### src/rtl/decode_pkg.sv
// Shared opcode constants, format tag and immediate builder for the decode stage.
package decode_pkg;

  localparam logic [6:0] OPC_LOAD      = 7'b0000011;
  localparam logic [6:0] OPC_OP_IMM    = 7'b0010011;
  localparam logic [6:0] OPC_AUIPC     = 7'b0010111;
  localparam logic [6:0] OPC_OP_IMM_32 = 7'b0011011;
  localparam logic [6:0] OPC_STORE     = 7'b0100011;
  localparam logic [6:0] OPC_OP        = 7'b0110011;
  localparam logic [6:0] OPC_LUI       = 7'b0110111;
  localparam logic [6:0] OPC_OP_32     = 7'b0111011;
  localparam logic [6:0] OPC_BRANCH    = 7'b1100011;
  localparam logic [6:0] OPC_JALR      = 7'b1100111;
  localparam logic [6:0] OPC_JAL       = 7'b1101111;
  localparam logic [6:0] OPC_SYSTEM    = 7'b1110011;

  typedef enum logic [2:0] {FMT_R, FMT_I, FMT_S, FMT_B, FMT_U, FMT_J, FMT_ILL} fmt_e;

  // Always built at 64 bits; callers truncate to their XLEN.
  function automatic logic [63:0] imm_gen(input fmt_e fmt, input logic [31:0] ins);
    logic [63:0] imm;
    case (fmt)
      FMT_I:   imm = {{52{ins[31]}}, ins[31:20]};
      FMT_S:   imm = {{52{ins[31]}}, ins[31:25], ins[11:7]};
      FMT_B:   imm = {{52{ins[31]}}, ins[7], ins[30:25], ins[11:8], 1'b0};
      FMT_U:   imm = {{32{ins[31]}}, ins[31:12], 12'b0};
      FMT_J:   imm = {{44{ins[31]}}, ins[19:12], ins[20], ins[30:21], 1'b0};
      default: imm = '0;
    endcase
    return imm;
  endfunction

endpackage

### src/rtl/decode_stage_if.sv
// Fetch-side and execute-side handshake bundle of the decode stage.
interface decode_stage_if #(parameter int XLEN = 32);
  import decode_pkg::*;

  logic            in_valid;
  logic            in_ready;
  logic [31:0]     in_instr;
  logic [XLEN-1:0] in_pc;

  logic            out_valid;
  logic            out_ready;
  logic [XLEN-1:0] out_pc;
  logic [6:0]      out_opcode;
  logic [4:0]      out_rd;
  logic [4:0]      out_rs1;
  logic [4:0]      out_rs2;
  logic [2:0]      out_funct3;
  logic [6:0]      out_funct7;
  logic [XLEN-1:0] out_imm;
  fmt_e            out_fmt;
  logic            out_rd_we;
  logic            out_illegal;

  modport master (
    output in_valid, in_instr, in_pc, out_ready,
    input  in_ready, out_valid, out_pc, out_opcode, out_rd, out_rs1, out_rs2,
           out_funct3, out_funct7, out_imm, out_fmt, out_rd_we, out_illegal
  );

  modport slave (
    input  in_valid, in_instr, in_pc, out_ready,
    output in_ready, out_valid, out_pc, out_opcode, out_rd, out_rs1, out_rs2,
           out_funct3, out_funct7, out_imm, out_fmt, out_rd_we, out_illegal
  );
endinterface

### src/rtl/decode_fifo.sv
// Generic DEPTH-entry ring buffer; head data reads zero while empty.
module decode_fifo #(
  parameter int WIDTH = 8,
  parameter int DEPTH = 2
) (
  input  logic             clk,
  input  logic             rst_n,
  input  logic             flush,
  input  logic             i_push_valid,
  output logic             o_push_ready,
  input  logic [WIDTH-1:0] i_push_data,
  output logic             o_pop_valid,
  input  logic             i_pop_ready,
  output logic [WIDTH-1:0] o_pop_data
);
  localparam int PW = (DEPTH > 1) ? $clog2(DEPTH) : 1;
  localparam int CW = $clog2(DEPTH + 1);

  logic [WIDTH-1:0] r_mem [DEPTH];
  logic [PW-1:0]    r_wptr, r_rptr;
  logic [CW-1:0]    r_count;
  logic             w_push, w_pop;

  // Ready depends only on the registered count, never on i_pop_ready.
  assign o_push_ready = (r_count != CW'(DEPTH));
  assign o_pop_valid  = (r_count != '0);
  assign o_pop_data   = o_pop_valid ? r_mem[r_rptr] : '0;

  assign w_push = i_push_valid & o_push_ready & ~flush;
  assign w_pop  = o_pop_valid & i_pop_ready & ~flush;

  always_ff @(posedge clk or negedge rst_n) begin
    if (!rst_n) begin
      r_count <= '0;
      r_wptr  <= '0;
      r_rptr  <= '0;
    end else if (flush) begin
      r_count <= '0;
      r_wptr  <= '0;
      r_rptr  <= '0;
    end else begin
      if (w_push) r_wptr <= r_wptr + PW'(1);
      if (w_pop)  r_rptr <= r_rptr + PW'(1);
      case ({w_push, w_pop})
        2'b10:   r_count <= r_count + CW'(1);
        2'b01:   r_count <= r_count - CW'(1);
        default: r_count <= r_count;
      endcase
    end
  end

  always_ff @(posedge clk) begin
    if (w_push) r_mem[r_wptr] <= i_push_data;
  end
endmodule

### src/rtl/decode_stage.sv
// RV32I/RV64I decoder feeding a DEPTH-entry buffer of uniform decoded entries.
// Optional DECODE_STATS_EN adds saturating push / illegal-push counters.
module decode_stage
  import decode_pkg::*;
#(
  parameter int XLEN  = 32,
  parameter int DEPTH = 2
) (
  input  logic        clk,
  input  logic        rst_n,
  input  logic        flush,
  decode_stage_if.slave bus
`ifdef DECODE_STATS_EN
  ,
  output logic [31:0] stat_decoded,
  output logic [31:0] stat_illegal
`endif
);
  typedef struct packed {
    logic [XLEN-1:0] pc;
    logic [6:0]      opcode;
    logic [4:0]      rd;
    logic [4:0]      rs1;
    logic [4:0]      rs2;
    logic [2:0]      funct3;
    logic [6:0]      funct7;
    logic [XLEN-1:0] imm;
    fmt_e            fmt;
    logic            rd_we;
    logic            illegal;
  } dec_entry_t;

  logic [6:0] w_op, w_f7, w_shup;
  logic [2:0] w_f3;
  fmt_e       w_fmt;
  logic       w_bad, w_ill;
  dec_entry_t w_ent, w_head;

  assign w_op = bus.in_instr[6:0];
  assign w_f3 = bus.in_instr[14:12];
  assign w_f7 = bus.in_instr[31:25];
  // Shift-immediate upper bits, left-aligned so 0x20 means "arithmetic" at both widths.
  assign w_shup = (XLEN == 64) ? {bus.in_instr[31:26], 1'b0} : bus.in_instr[31:25];

  always_comb begin
    w_fmt = FMT_ILL;
    case (w_op)
      OPC_OP:                                     w_fmt = FMT_R;
      OPC_OP_32:                                  w_fmt = (XLEN == 64) ? FMT_R : FMT_ILL;
      OPC_OP_IMM, OPC_LOAD, OPC_JALR, OPC_SYSTEM: w_fmt = FMT_I;
      OPC_OP_IMM_32:                              w_fmt = (XLEN == 64) ? FMT_I : FMT_ILL;
      OPC_STORE:                                  w_fmt = FMT_S;
      OPC_BRANCH:                                 w_fmt = FMT_B;
      OPC_LUI, OPC_AUIPC:                         w_fmt = FMT_U;
      OPC_JAL:                                    w_fmt = FMT_J;
      default:                                    w_fmt = FMT_ILL;
    endcase
  end

  always_comb begin
    w_bad = 1'b0;
    if (w_fmt == FMT_R)
      w_bad = (w_f7 != 7'h00 && w_f7 != 7'h20) ||
              (w_f7 == 7'h20 && w_f3 != 3'b000 && w_f3 != 3'b101);
    if (w_op == OPC_OP_IMM && w_f3 == 3'b001 && w_shup != 7'h00)
      w_bad = 1'b1;
    if (w_op == OPC_OP_IMM && w_f3 == 3'b101 && w_shup != 7'h00 && w_shup != 7'h20)
      w_bad = 1'b1;
    if (w_op == OPC_JALR && w_f3 != 3'b000)
      w_bad = 1'b1;
    if (w_op == OPC_BRANCH && (w_f3 == 3'b010 || w_f3 == 3'b011))
      w_bad = 1'b1;
  end

  assign w_ill = (w_fmt == FMT_ILL) || w_bad;

  always_comb begin
    w_ent        = '0;
    w_ent.pc     = bus.in_pc;
    w_ent.opcode = w_op;
    if (w_ill) begin
      w_ent.fmt     = FMT_ILL;
      w_ent.illegal = 1'b1;
    end else begin
      w_ent.fmt    = w_fmt;
      w_ent.rd     = (w_fmt inside {FMT_S, FMT_B}) ? 5'd0 : bus.in_instr[11:7];
      w_ent.rs1    = (w_fmt inside {FMT_U, FMT_J}) ? 5'd0 : bus.in_instr[19:15];
      w_ent.rs2    = (w_fmt inside {FMT_R, FMT_S, FMT_B}) ? bus.in_instr[24:20] : 5'd0;
      w_ent.funct3 = (w_fmt inside {FMT_U, FMT_J}) ? 3'd0 : w_f3;
      w_ent.funct7 = (w_fmt == FMT_R) ? w_f7 : 7'd0;
      w_ent.imm    = XLEN'(imm_gen(w_fmt, bus.in_instr));
      w_ent.rd_we  = (w_ent.rd != 5'd0);
    end
  end

  decode_fifo #(.WIDTH($bits(dec_entry_t)), .DEPTH(DEPTH)) u_fifo (
    .clk          (clk),
    .rst_n        (rst_n),
    .flush        (flush),
    .i_push_valid (bus.in_valid),
    .o_push_ready (bus.in_ready),
    .i_push_data  (w_ent),
    .o_pop_valid  (bus.out_valid),
    .i_pop_ready  (bus.out_ready),
    .o_pop_data   (w_head)
  );

  assign bus.out_pc      = w_head.pc;
  assign bus.out_opcode  = w_head.opcode;
  assign bus.out_rd      = w_head.rd;
  assign bus.out_rs1     = w_head.rs1;
  assign bus.out_rs2     = w_head.rs2;
  assign bus.out_funct3  = w_head.funct3;
  assign bus.out_funct7  = w_head.funct7;
  assign bus.out_imm     = w_head.imm;
  assign bus.out_fmt     = w_head.fmt;
  assign bus.out_rd_we   = w_head.rd_we;
  assign bus.out_illegal = w_head.illegal;

`ifdef DECODE_STATS_EN
  logic        w_push;
  logic [31:0] r_stat_dec, r_stat_ill;

  assign w_push = bus.in_valid & bus.in_ready & ~flush;

  // Counters survive flush; only reset clears them.
  always_ff @(posedge clk or negedge rst_n) begin
    if (!rst_n) begin
      r_stat_dec <= '0;
      r_stat_ill <= '0;
    end else if (w_push) begin
      if (r_stat_dec != '1)         r_stat_dec <= r_stat_dec + 32'd1;
      if (w_ill && r_stat_ill != '1) r_stat_ill <= r_stat_ill + 32'd1;
    end
  end

  assign stat_decoded = r_stat_dec;
  assign stat_illegal = r_stat_ill;
`endif
endmodule
### src/flat_wrapper.sv
// flat-port wrapper written by rule: the top's interface ports become plain ports
module decode_stage_flat import decode_pkg::*;
#(
  parameter int XLEN  = 32,
  parameter int DEPTH = 2
)
  (clk, rst_n, flush, bus_in_valid, bus_in_instr, bus_in_pc, bus_out_ready, bus_in_ready, bus_out_valid, bus_out_pc, bus_out_opcode, bus_out_rd, bus_out_rs1, bus_out_rs2, bus_out_funct3, bus_out_funct7, bus_out_imm, bus_out_fmt, bus_out_rd_we, bus_out_illegal);
  decode_stage_if #(.XLEN(XLEN)) bus_i ();
  input  logic clk;
  input  logic rst_n;
  input  logic flush;
  input wire logic [$bits(bus_i.in_valid)-1:0] bus_in_valid;
  input wire logic [$bits(bus_i.in_instr)-1:0] bus_in_instr;
  input wire logic [$bits(bus_i.in_pc)-1:0] bus_in_pc;
  input wire logic [$bits(bus_i.out_ready)-1:0] bus_out_ready;
  output wire logic [$bits(bus_i.in_ready)-1:0] bus_in_ready;
  output wire logic [$bits(bus_i.out_valid)-1:0] bus_out_valid;
  output wire logic [$bits(bus_i.out_pc)-1:0] bus_out_pc;
  output wire logic [$bits(bus_i.out_opcode)-1:0] bus_out_opcode;
  output wire logic [$bits(bus_i.out_rd)-1:0] bus_out_rd;
  output wire logic [$bits(bus_i.out_rs1)-1:0] bus_out_rs1;
  output wire logic [$bits(bus_i.out_rs2)-1:0] bus_out_rs2;
  output wire logic [$bits(bus_i.out_funct3)-1:0] bus_out_funct3;
  output wire logic [$bits(bus_i.out_funct7)-1:0] bus_out_funct7;
  output wire logic [$bits(bus_i.out_imm)-1:0] bus_out_imm;
  output wire logic [$bits(bus_i.out_fmt)-1:0] bus_out_fmt;
  output wire logic [$bits(bus_i.out_rd_we)-1:0] bus_out_rd_we;
  output wire logic [$bits(bus_i.out_illegal)-1:0] bus_out_illegal;
  assign bus_i.in_valid = bus_in_valid;
  assign bus_i.in_instr = bus_in_instr;
  assign bus_i.in_pc = bus_in_pc;
  assign bus_i.out_ready = bus_out_ready;
  assign bus_in_ready = bus_i.in_ready;
  assign bus_out_valid = bus_i.out_valid;
  assign bus_out_pc = bus_i.out_pc;
  assign bus_out_opcode = bus_i.out_opcode;
  assign bus_out_rd = bus_i.out_rd;
  assign bus_out_rs1 = bus_i.out_rs1;
  assign bus_out_rs2 = bus_i.out_rs2;
  assign bus_out_funct3 = bus_i.out_funct3;
  assign bus_out_funct7 = bus_i.out_funct7;
  assign bus_out_imm = bus_i.out_imm;
  assign bus_out_fmt = bus_i.out_fmt;
  assign bus_out_rd_we = bus_i.out_rd_we;
  assign bus_out_illegal = bus_i.out_illegal;
  decode_stage #(.XLEN(XLEN), .DEPTH(DEPTH)) u_core (.clk(clk), .rst_n(rst_n), .flush(flush), .bus(bus_i));
endmodule
### config.mk
export PLATFORM = sky130hd
export DESIGN_NAME = decode_stage_flat
export DESIGN_NICKNAME = d
export VERILOG_FILES = /design/src/rtl/decode_pkg.sv /design/src/rtl/decode_stage_if.sv /design/src/rtl/decode_fifo.sv /design/src/rtl/decode_stage.sv /design/src/flat_wrapper.sv
export SDC_FILE = /design/constraint.sdc
export NUM_CORES = 1
export LEC_CHECK = 0
export ABC_AREA = 1
export CAP_MARGIN = 20
export CORE_ASPECT_RATIO = 2
export CORE_MARGIN = 2
export CORE_UTILIZATION = 48
export CTS_CLUSTER_SIZE = 10
export DETAILED_ROUTE_END_ITERATION = 16
export DONT_BUFFER_PORTS = 1
export GPL_TIMING_DRIVEN = 0
export HOLD_SLACK_MARGIN = 0.15
export PLACE_DENSITY = 0.6
export SLEW_MARGIN = 20
export SYNTH_ARGS = -nofsm -noshare
export SYNTH_HDL_FRONTEND = slang
export SYNTH_SLANG_ARGS = --single-unit
### constraint.sdc
create_clock -name clk -period 7.7 [get_ports clk]
set_clock_uncertainty 0.05 [all_clocks]
set_input_delay 1.54 -clock clk [delete_from_list [all_inputs] [get_ports clk]]
set_output_delay 1.54 -clock clk [all_outputs]
set_load 0.05 [all_outputs]
# Yosys cells after proc, flatten, opt, wreduce, memory -nomap -nowiden
# Memory sizes are Yosys's and may differ from the RTL's.
# Index checks and enable logic that the tools add are counted.
op_classes:
  n_eq_ne: 26
  n_reduce_logical: 26
  n_bitwise: 5
  n_addsub: 4
  muxes: 25
op_table:
  columns: ["cell", "n"]
  rows:
  - ["$pmux 32 s5", 1]
  - ["$mux 101", 1]
  - ["$mux 57", 1]
  - ["$eq 7x6->1 const B", 4]
  - ["$eq 7x7->1 const B", 4]
  - ["$pmux 3 s6", 1]
  - ["$mux 5", 3]
  - ["$eq 7x5->1 const B", 2]
  - ["$mux 1", 13]
  - ["$eq 3x2->1 const B", 4]
  - ["$eq 3x3->1 const B", 4]
  - ["$logic_and 1x1->1", 10]
  - ["$reduce_bool 2->1", 5]
  - ["$reduce_bool 3->1", 3]
  - ["$eq 7x2->1 const B", 1]
  - ["$mux 7", 1]
  - ["$ne 7x6->1 const B", 1]
  - ["$reduce_bool 7->1", 1]
  - ["$eq 3x1->1 const B", 2]
  - ["$mux 3", 2]
  - ["$reduce_bool 5->1", 1]
  - ["$and 1x1->1", 4]
  - ["$pmux 2 s2", 1]
  - ["$reduce_or 4->1", 1]
  - ["12 further kinds", 15]
totals:
  wordCells: 90
  ff_bits: 4
  input_bits: 69
  mem_count: 1
  out_inout_bits: 103
  ram_bits: 202
memory_table:
  columns: ["memory", "depth", "width", "read_ports", "rd_clocked_by_memory_dff", "wr", "line", "source"]
  rows:
  - ["u_core.u_fifo.r_mem", 2, 101, 1, 0, 1, "decode_fifo.sv:19", "logic [WIDTH-1:0] r_mem [DEPTH];"]

# Depth between registers and ports, before layout
# Gate-level depths: netlist of run 1.
logic_depth:
  word_depth: 11
  mapped_depth: 17

# Cells and area by module
# From an unflattened synthesis of run 1, not the netlist that was laid out.
hier_totals:
  cells_unflattened: 827
  hier_area_um2: 9042.4
by_module_without_submodules:
  columns: ["module", "cells_per_inst", "seq_area_each_um2", "instances", "area_per_inst_um2"]
  rows:
  - ["decode_fifo", 580, 6165.9, 1, 7811.2]
  - ["decode_stage", 247, 0.0, 1, 1231.2]

# Worst setup path after synthesis of run 1
# No wires, ideal clock.
synth_path:
  path_type: "input to register"
  startpoint: "in bus_in_valid"
  endpoint: "mem u_core.u_fifo.r_mem[0][0] (netlist name) (enable)"
  setup_ns: 0.565
  stages: 4
  slack_ns: 1.055
  t_arrival_ns: 6.030
  n_path_buf: 0
  cell_sequence: "nand2_1 -> nor2_1 -> inv_1 -> nor2_1"
synth_between:
  elab_chain_len: 4
synth_rtl:
  columns: ["item", "line", "source"]
  rows:
  - ["start, declared", "flat_wrapper.sv:12", "input wire logic [$bits(bus_i.in_valid)-1:0] bus_in_valid;"]
  - ["$and 1x1->1 (2 in a row)", "decode_fifo.sv:29", "assign w_push = i_push_valid & o_push_ready & ~flush;"]
  - ["$mux 1", "decode_fifo.sv:53", "if (w_push) r_mem[r_wptr] <= i_push_data;"]
  - ["$mux 1 (implied by the code)", "decode_fifo.sv:53", null]
  - ["end, declared", "decode_fifo.sv:19", null]
# No other way between the ends.

# Worst setup path in the final report of run 1
layout_path:
  startpoint: "reg u_core.u_fifo.r_rptr"
  endpoint: "out bus_out_imm[31]"
layout_between:
  elab_chain_len: 2
layout_rtl:
  columns: ["item", "line", "source"]
  rows:
  - ["start, declared", "decode_fifo.sv:20", "logic [PW-1:0] r_wptr, r_rptr;"]
  - ["start signal, assigned", "decode_fifo.sv:43", "if (w_pop) r_rptr <= r_rptr + PW'(1);"]
  - ["$mem_v2 2x101", null, null]
  - ["$mux 101", "decode_fifo.sv:27", "assign o_pop_data = o_pop_valid ? r_mem[r_rptr] : '0;"]
  - ["end, declared", "flat_wrapper.sv:25", "output wire logic [$bits(bus_i.out_imm)-1:0] bus_out_imm;"]
# No other way between the ends.

==> reports/qor.csv, run 1 <==
metric;value;unit
status;finished clean;
cts_tree;done;
antenna_found_initial;0;
dr_wl_met3;1640;um
cts_hold_buf;0;
num_rows;70;
drc;0;
root_buffer;clkbuf_16;
synth_simple_gate_area_frac;0.199;
synth_commonest_cells;302 x nand2_1, 202 x edfxtp_1, 106 x a21oi_1;
syn_avg_cell_area;10.7;um2
synth_top_cells_by_area;edfxtp_1 68%, nand2_1 13%, a21oi_1 5.9%;
finalSetupViolCount;0;
die_w;101;um
syn_inst;841;
start_util;0.491;
r2r_start;u_core.u_fifo.r_count[0];
cts_inserted_buffers;24;
yosysUniqueCellTypes;28;
finalNetCount;958;
finalWirelength;21800;um
post_drt_wl_per_cell;19.6;um
synth-edff-count;202;
synth_xor_area_frac;0;
rr_worst_depth;9;
placed_cell_area;9530;um2
fin_setup_tns;0;ns
area_growth;13.6;%
grt_pass1_wl;33400;um
crit_top_cell;clkbuf_1;
cp_max_fo;10;
async_flop_share;0.0194;
cts_setup_buffers;0;
worst_pin_slew;1.20;ns
met1Wirelength;7640;um
synthAdderAreaFrac;0.00418;
min_period;4.58;ns
worstPathRequired;6.11;ns
diodes;0;
ctsResizeCount;0;
max_freq;218;MHz
hp-class;flip-flop to flip-flop;
maxSlewHeadroom;0.203;
clk_pin_slew_worst_paths;0.05;ns
reg2reg_to;u_core.u_fifo.r_mem[1][63];
grt.total_usage;0.219;
power.density;389;nW/um2
crit_arrival;2.99;ns
reg2reg_slack;4.87;ns
ir_worst_vdd;212;uV
synthFlopType;edfxtp_1;
synth_compound_area_frac;0.0695;
insertion_delay;0.49;ns
yosysSeqAreaShare;0.686;
post_drt_via_cell_ratio;5.44;
final_area;10200;um2
cpPeakStageDelay;0.93;ns
ioPinCount;172;
htreeDepth;1;
power;3.97;mW
path_cells;inv_1, clkbuf_1, clkbuf_1, nand2_1, a21oi_1;
muxShareOfSynthArea;0;
holdPathStages;2;
hold_viol_final;0;
final_max_slew_viol_count;0;
dieArea;19900;um2
yosysWarnings;0;
grt_max_degree;28;
crit_path_start_kind;flip-flop;
wl_met2;11800;um
drive_above_1_share;0.0915;
grt_overflow_total;0;
drtIter0Drc;220;
drtAntennaViolNets;0;
synth_top_area_share;0.675;
rsz0062_at_grt;no;
setup_ws;3.12;ns
first_pass_iters;4;
path_class;flip-flop to output port;
finalWeightedCongestion;0.863;
ys_seq_elements;206;
grt_pass1_vias;6267;
yosys.area.top_type;edfxtp_1;
synth_top_family_by_area;simple AND/OR/NAND/NOR gates;
clkSinkCount;206;
io_buffers;0;
fp.dieH;198;um
clock_path_buffers;3;
top_layer;met4;
num_vias;6046;
cpMaxStageDelayCell;a21oi_1;
worst_setup_path_end_kind;output port;
dp_slack;3.60;ns
fp.coreArea;18300;um2
hold_start;u_core.u_fifo.r_count[1];
power_leakage;3.67;nW
whs;0.553;ns
finalCritPeriodShare;0.595;
holdPathEnd;u_core.u_fifo.r_count[1];
syn_area;8990;um2
drv_cap;0;
synthMostInstantiatedCell;nand2_1;
dp_hpwl;16000;um
==> kinds of logic after synthesis <==
logic type | Yosys count
buf+inv | 84
fa+ha+maj | 3
flops | 206
simple gates | 424
other cells | 1
compound gates | 123
==> per-stage QoR <==
stage | utilization | cells
floorplan | - | 852
global placement | 0.508 | 1068
detailed placement | 0.521 | 1076
CTS | 0.557 | 1112
global route | 0.557 | 1112
finish | 0.557 | 1112
==> layout make-up <==
class,count,area (um2)
Clock buffer,35,663
Inverter,42,158
Fill cell,1576,8100
Tap cell,216,270
Sequential cell,206,6170
Timing Repair Buffer,8,198
Buffer,42,205
Multi-Input combinational cell,562,2540
Clock inverter,1,5.00
==> state kept, by name (all words and copies together) (netlist names) <==
register               flops
u_core.u_fifo.r_rptr       1
u_core.u_fifo.r_mem      202
u_core.u_fifo.r_wptr       1
u_core.u_fifo.r_count      2
==> routing by layer <==
layer	track usage	vias up
met1	0.227	2866
li1	-	2922
met3	0.0644	53
met4	0.0893	0
met2	0.403	205
met5	0	-
==> cell usage in the layout, fill, tap and decap left out, types with 2 or more instances in the layout <==
cell,n
o21ai_0,14
buf_12,3
nand3_4,3
nor2_2,9
buf_2,2
o21bai_1,2
inv_1,35
buf_16,5
edfxtp_1,202
dfrtp_1,4
nand4_1,12
conb_1,12
clkbuf_16,25
nand2_4,2
a21oi_2,7
nand2_2,2
nand3_1,16
nand2_1,302
nor2_4,5
clkbuf_1,44
nor2_1,68
a21oi_1,99
nand3_2,2
buf_6,4
ha_1,3
inv_2,7
==> worst max-delay path by stage <==
| stage | startpoint | endpoint | slack [ns] | cells past startpoint |
|---|---|---|---|---|
| CTS | u_core.u_fifo.r_rptr | bus_out_imm[31] | 3.06 | 5 |
| global route | u_core.u_fifo.r_rptr | bus_out_funct7[2] | 2.94 | 5 |
| global placement | bus_in_valid | u_core.u_fifo.r_wptr | -1.12 | 5 |
| floorplan | bus_in_valid | u_core.u_fifo.r_mem[0][0] | 1.06 | 4 |
| finish | u_core.u_fifo.r_rptr | bus_out_imm[31] | 3.12 | 5 |
| detailed placement | u_core.u_fifo.r_rptr | bus_out_opcode[6] | 3.60 | 5 |
==> report_power, final <==
group | internal, mW | total, mW | switching, mW | leakage [nW]
combinational | 0.180 | 1.62 | 1.44 | 1.45
clock | 0.586 | 0.979 | 0.393 | 0.324
sequential | 1.34 | 1.37 | 0.0280 | 1.89
==> worst max-delay path: cells and delay by family (launching register included) <==
kind | cells | cell delay (ns)
buf+inv | 3 | 1.07
compound gates | 1 | 0.93
flops | 1 | 0.40
simple gates | 1 | 0.10
No activity file was read; power rests on OpenSTA's default activity.
==> inputs of run 2 (changes only) <==
==> constraint.sdc (replaced) <==
create_clock -name clk -period 4.36 [get_ports clk]
set_clock_uncertainty 0.05 [all_clocks]
set_input_delay 0.872 -clock clk [delete_from_list [all_inputs] [get_ports clk]]
set_output_delay 0.872 -clock clk [all_outputs]
set_load 0.05 [all_outputs]
==> run 2 against run 1 <==
  * Global-route usage fell by 0.12 points
  * Die area unchanged
  * First-iteration DRC count grew 33%
  * Sequential share of layout area fell by 0.059 points
  * Hold slack lost 0.13 ns
  * Setup slack got worse by 2.6 ns
  * Combinational power is 76% higher
  * Flip-flop and latch count unchanged
  * Critical path depth is the same
  * Final cell count barely moved
  * Count of clock-buffer cells in the layout stayed put
  * Total power grew 76%
  * Largest cell class unchanged
  * Highest routed layer unchanged
==> reports/qor.csv, run 2 (same netlist as run 1, synthesis figures left out) <==
metric;value;unit
status;finished clean;
clk_pin_slew_worst_paths;0.06;ns
finalSetupViolCount;0;
dieArea;19900;um2
dp_hpwl;16100;um
crit_path_start_kind;flip-flop;
drv_cap;0;
post_drt_via_cell_ratio;5.39;
grt.total_usage;0.218;
hp-class;input port to flip-flop;
root_buffer;clkbuf_16;
reg_top3;u_core.u_fifo.r_mem x202, u_core.u_fifo.r_count x2;
grt_pass1_wl;33300;um
ctsResizeCount;0;
rr_worst_depth;9;
power;7.00;mW
insertion_delay;0.49;ns
place_inst;1076;
drc;0;
layout_common_cells;302 x nand2_1, 202 x edfxtp_1, 99 x a21oi_1;
min_period;3.89;ns
fin_setup_tns;0;ns
power.density;685;nW/um2
cp-startpoint;u_core.u_fifo.r_rptr;
crit_arrival;2.96;ns
fp.coreArea;18300;um2
die_w;101;um
drtIter0Drc;292;
final_area;10200;um2
holdPathStages;0;
largest_reg_flops;202;
htreeDepth;1;
max_freq;257;MHz
clock_path_buffers;3;
drtAntennaViolNets;0;
power_leakage;3.67;nW
num_vias;5999;
grt_max_degree;28;
finalNetCount;959;
placed_cell_area;9530;um2
worstPathRequired;3.44;ns
finalWirelength;21700;um
ir_worst_vdd;389;uV
cts_inserted_buffers;24;
ioPinCount;172;
hold_start;bus_in_pc[0];
cts_tree;done;
fp.dieH;198;um
r2r_start;u_core.u_fifo.r_count[0];
diodes;0;
cp_max_fo;10;
grt_overflow_total;0;
finalCritPeriodShare;0.891;
post_drt_wl_per_cell;19.5;um
clkSinkCount;206;
drive_above_1_share;0.0914;
path_class;flip-flop to output port;
hold_viol_final;0;
final_common_cell;nand2_1;
num_rows;70;
final_max_slew_viol_count;0;
largest_register;u_core.u_fifo.r_mem;
antenna_found_initial;0;
finalWeightedCongestion;0.883;
io_buffers;0;
area_growth;13.7;%
start_util;0.491;
worst_setup_path_end_kind;output port;
final_cells;1113;
first_pass_iters;5;
crit_top_cell;clkbuf_1;
cpMaxStageDelayCell;a21oi_1;
worst_pin_slew;1.17;ns
cpPeakStageDelay;0.86;ns
rsz0062_at_grt;no;
grt_pass1_vias;6144;
maxSlewHeadroom;0.226;
path_cells;inv_1, clkbuf_1, clkbuf_1, nand2_1, a21oi_1;
[run 2: changes by cell type in the layout (fill, tap and decap cells not counted)]
cell and change:
dlygate4sd3_1 +1
[run 2: what timing repair did]
item                      in CTS  in global routing
hold endpoints to repair       4                  0
hold buffers                   1                  0
buffers inserted               0                  0
[run 2: through the flow]
stage | hold WS (ns) | utilization | worst slack, ns
3_3_place_gp | 0.497 | 0.508 | -1.25
5_1_grt | 0.401 | 0.558 | 0.275
6_report | 0.419 | 0.558 | 0.473
2_1_floorplan | 0.472 | - | 0.126
3_5_place_dp | 0.527 | 0.521 | 0.897
4_1_cts | 0.398 | 0.558 | 0.367
[run 2: final cells by class]
type,instances,area [um2]
Tap cell,216,270
Buffer,42,205
Clock inverter,1,5.00
Multi-Input combinational cell,562,2540
Clock buffer,35,663
Inverter,42,158
Timing Repair Buffer,9,208
Sequential cell,206,6170
Fill cell,1566,8090
[run 2: worst paths after layout]
path | slack [ns] | end
setup / recovery | 0.47 | bus_out_opcode[6]
hold / removal | 0.42 | u_core.u_fifo.r_mem[0][69]
setup reg to reg | 1.62 | u_core.u_fifo.r_mem[1][64]
hold reg to reg | 0.54 | u_core.u_fifo.r_count[1]
max in group asynchronous | 3.46 | u_core.u_fifo.r_rptr
min in group asynchronous | 0.61 | u_core.u_fifo.r_count[0]
[run 2: worst max-delay path, delay by kind of cell, from the launching register on]
| kind | cells | cell delay, ns |
|---|---|---|
| AOI/OAI and AO/OA | 1 | 0.86 |
| buffers and inverters | 3 | 1.11 |
| and+or+nand+nor | 1 | 0.11 |
| DFF | 1 | 0.39 |
[run 2: power breakdown]
| part | internal (mW) | leakage (nW) | switching, mW |
|---|---|---|---|
| sequential | 2.37 | 1.89 | 0.0495 |
| clock | 1.03 | 0.324 | 0.692 |
| combinational | 0.318 | 1.46 | 2.53 |
[run 2: metal layers]
| metal | share of wire | global-route usage | vias to the layer above |
|---|---|---|---|
| li1 | - | - | 2927 |
| met1 | 0.34 | 0.229 | 2827 |
| met2 | 0.55 | 0.407 | 205 |
| met3 | 0.080 | 0.0602 | 40 |
| met4 | 0.026 | 0.0731 | 0 |
| met5 | 0 | 0 | - |
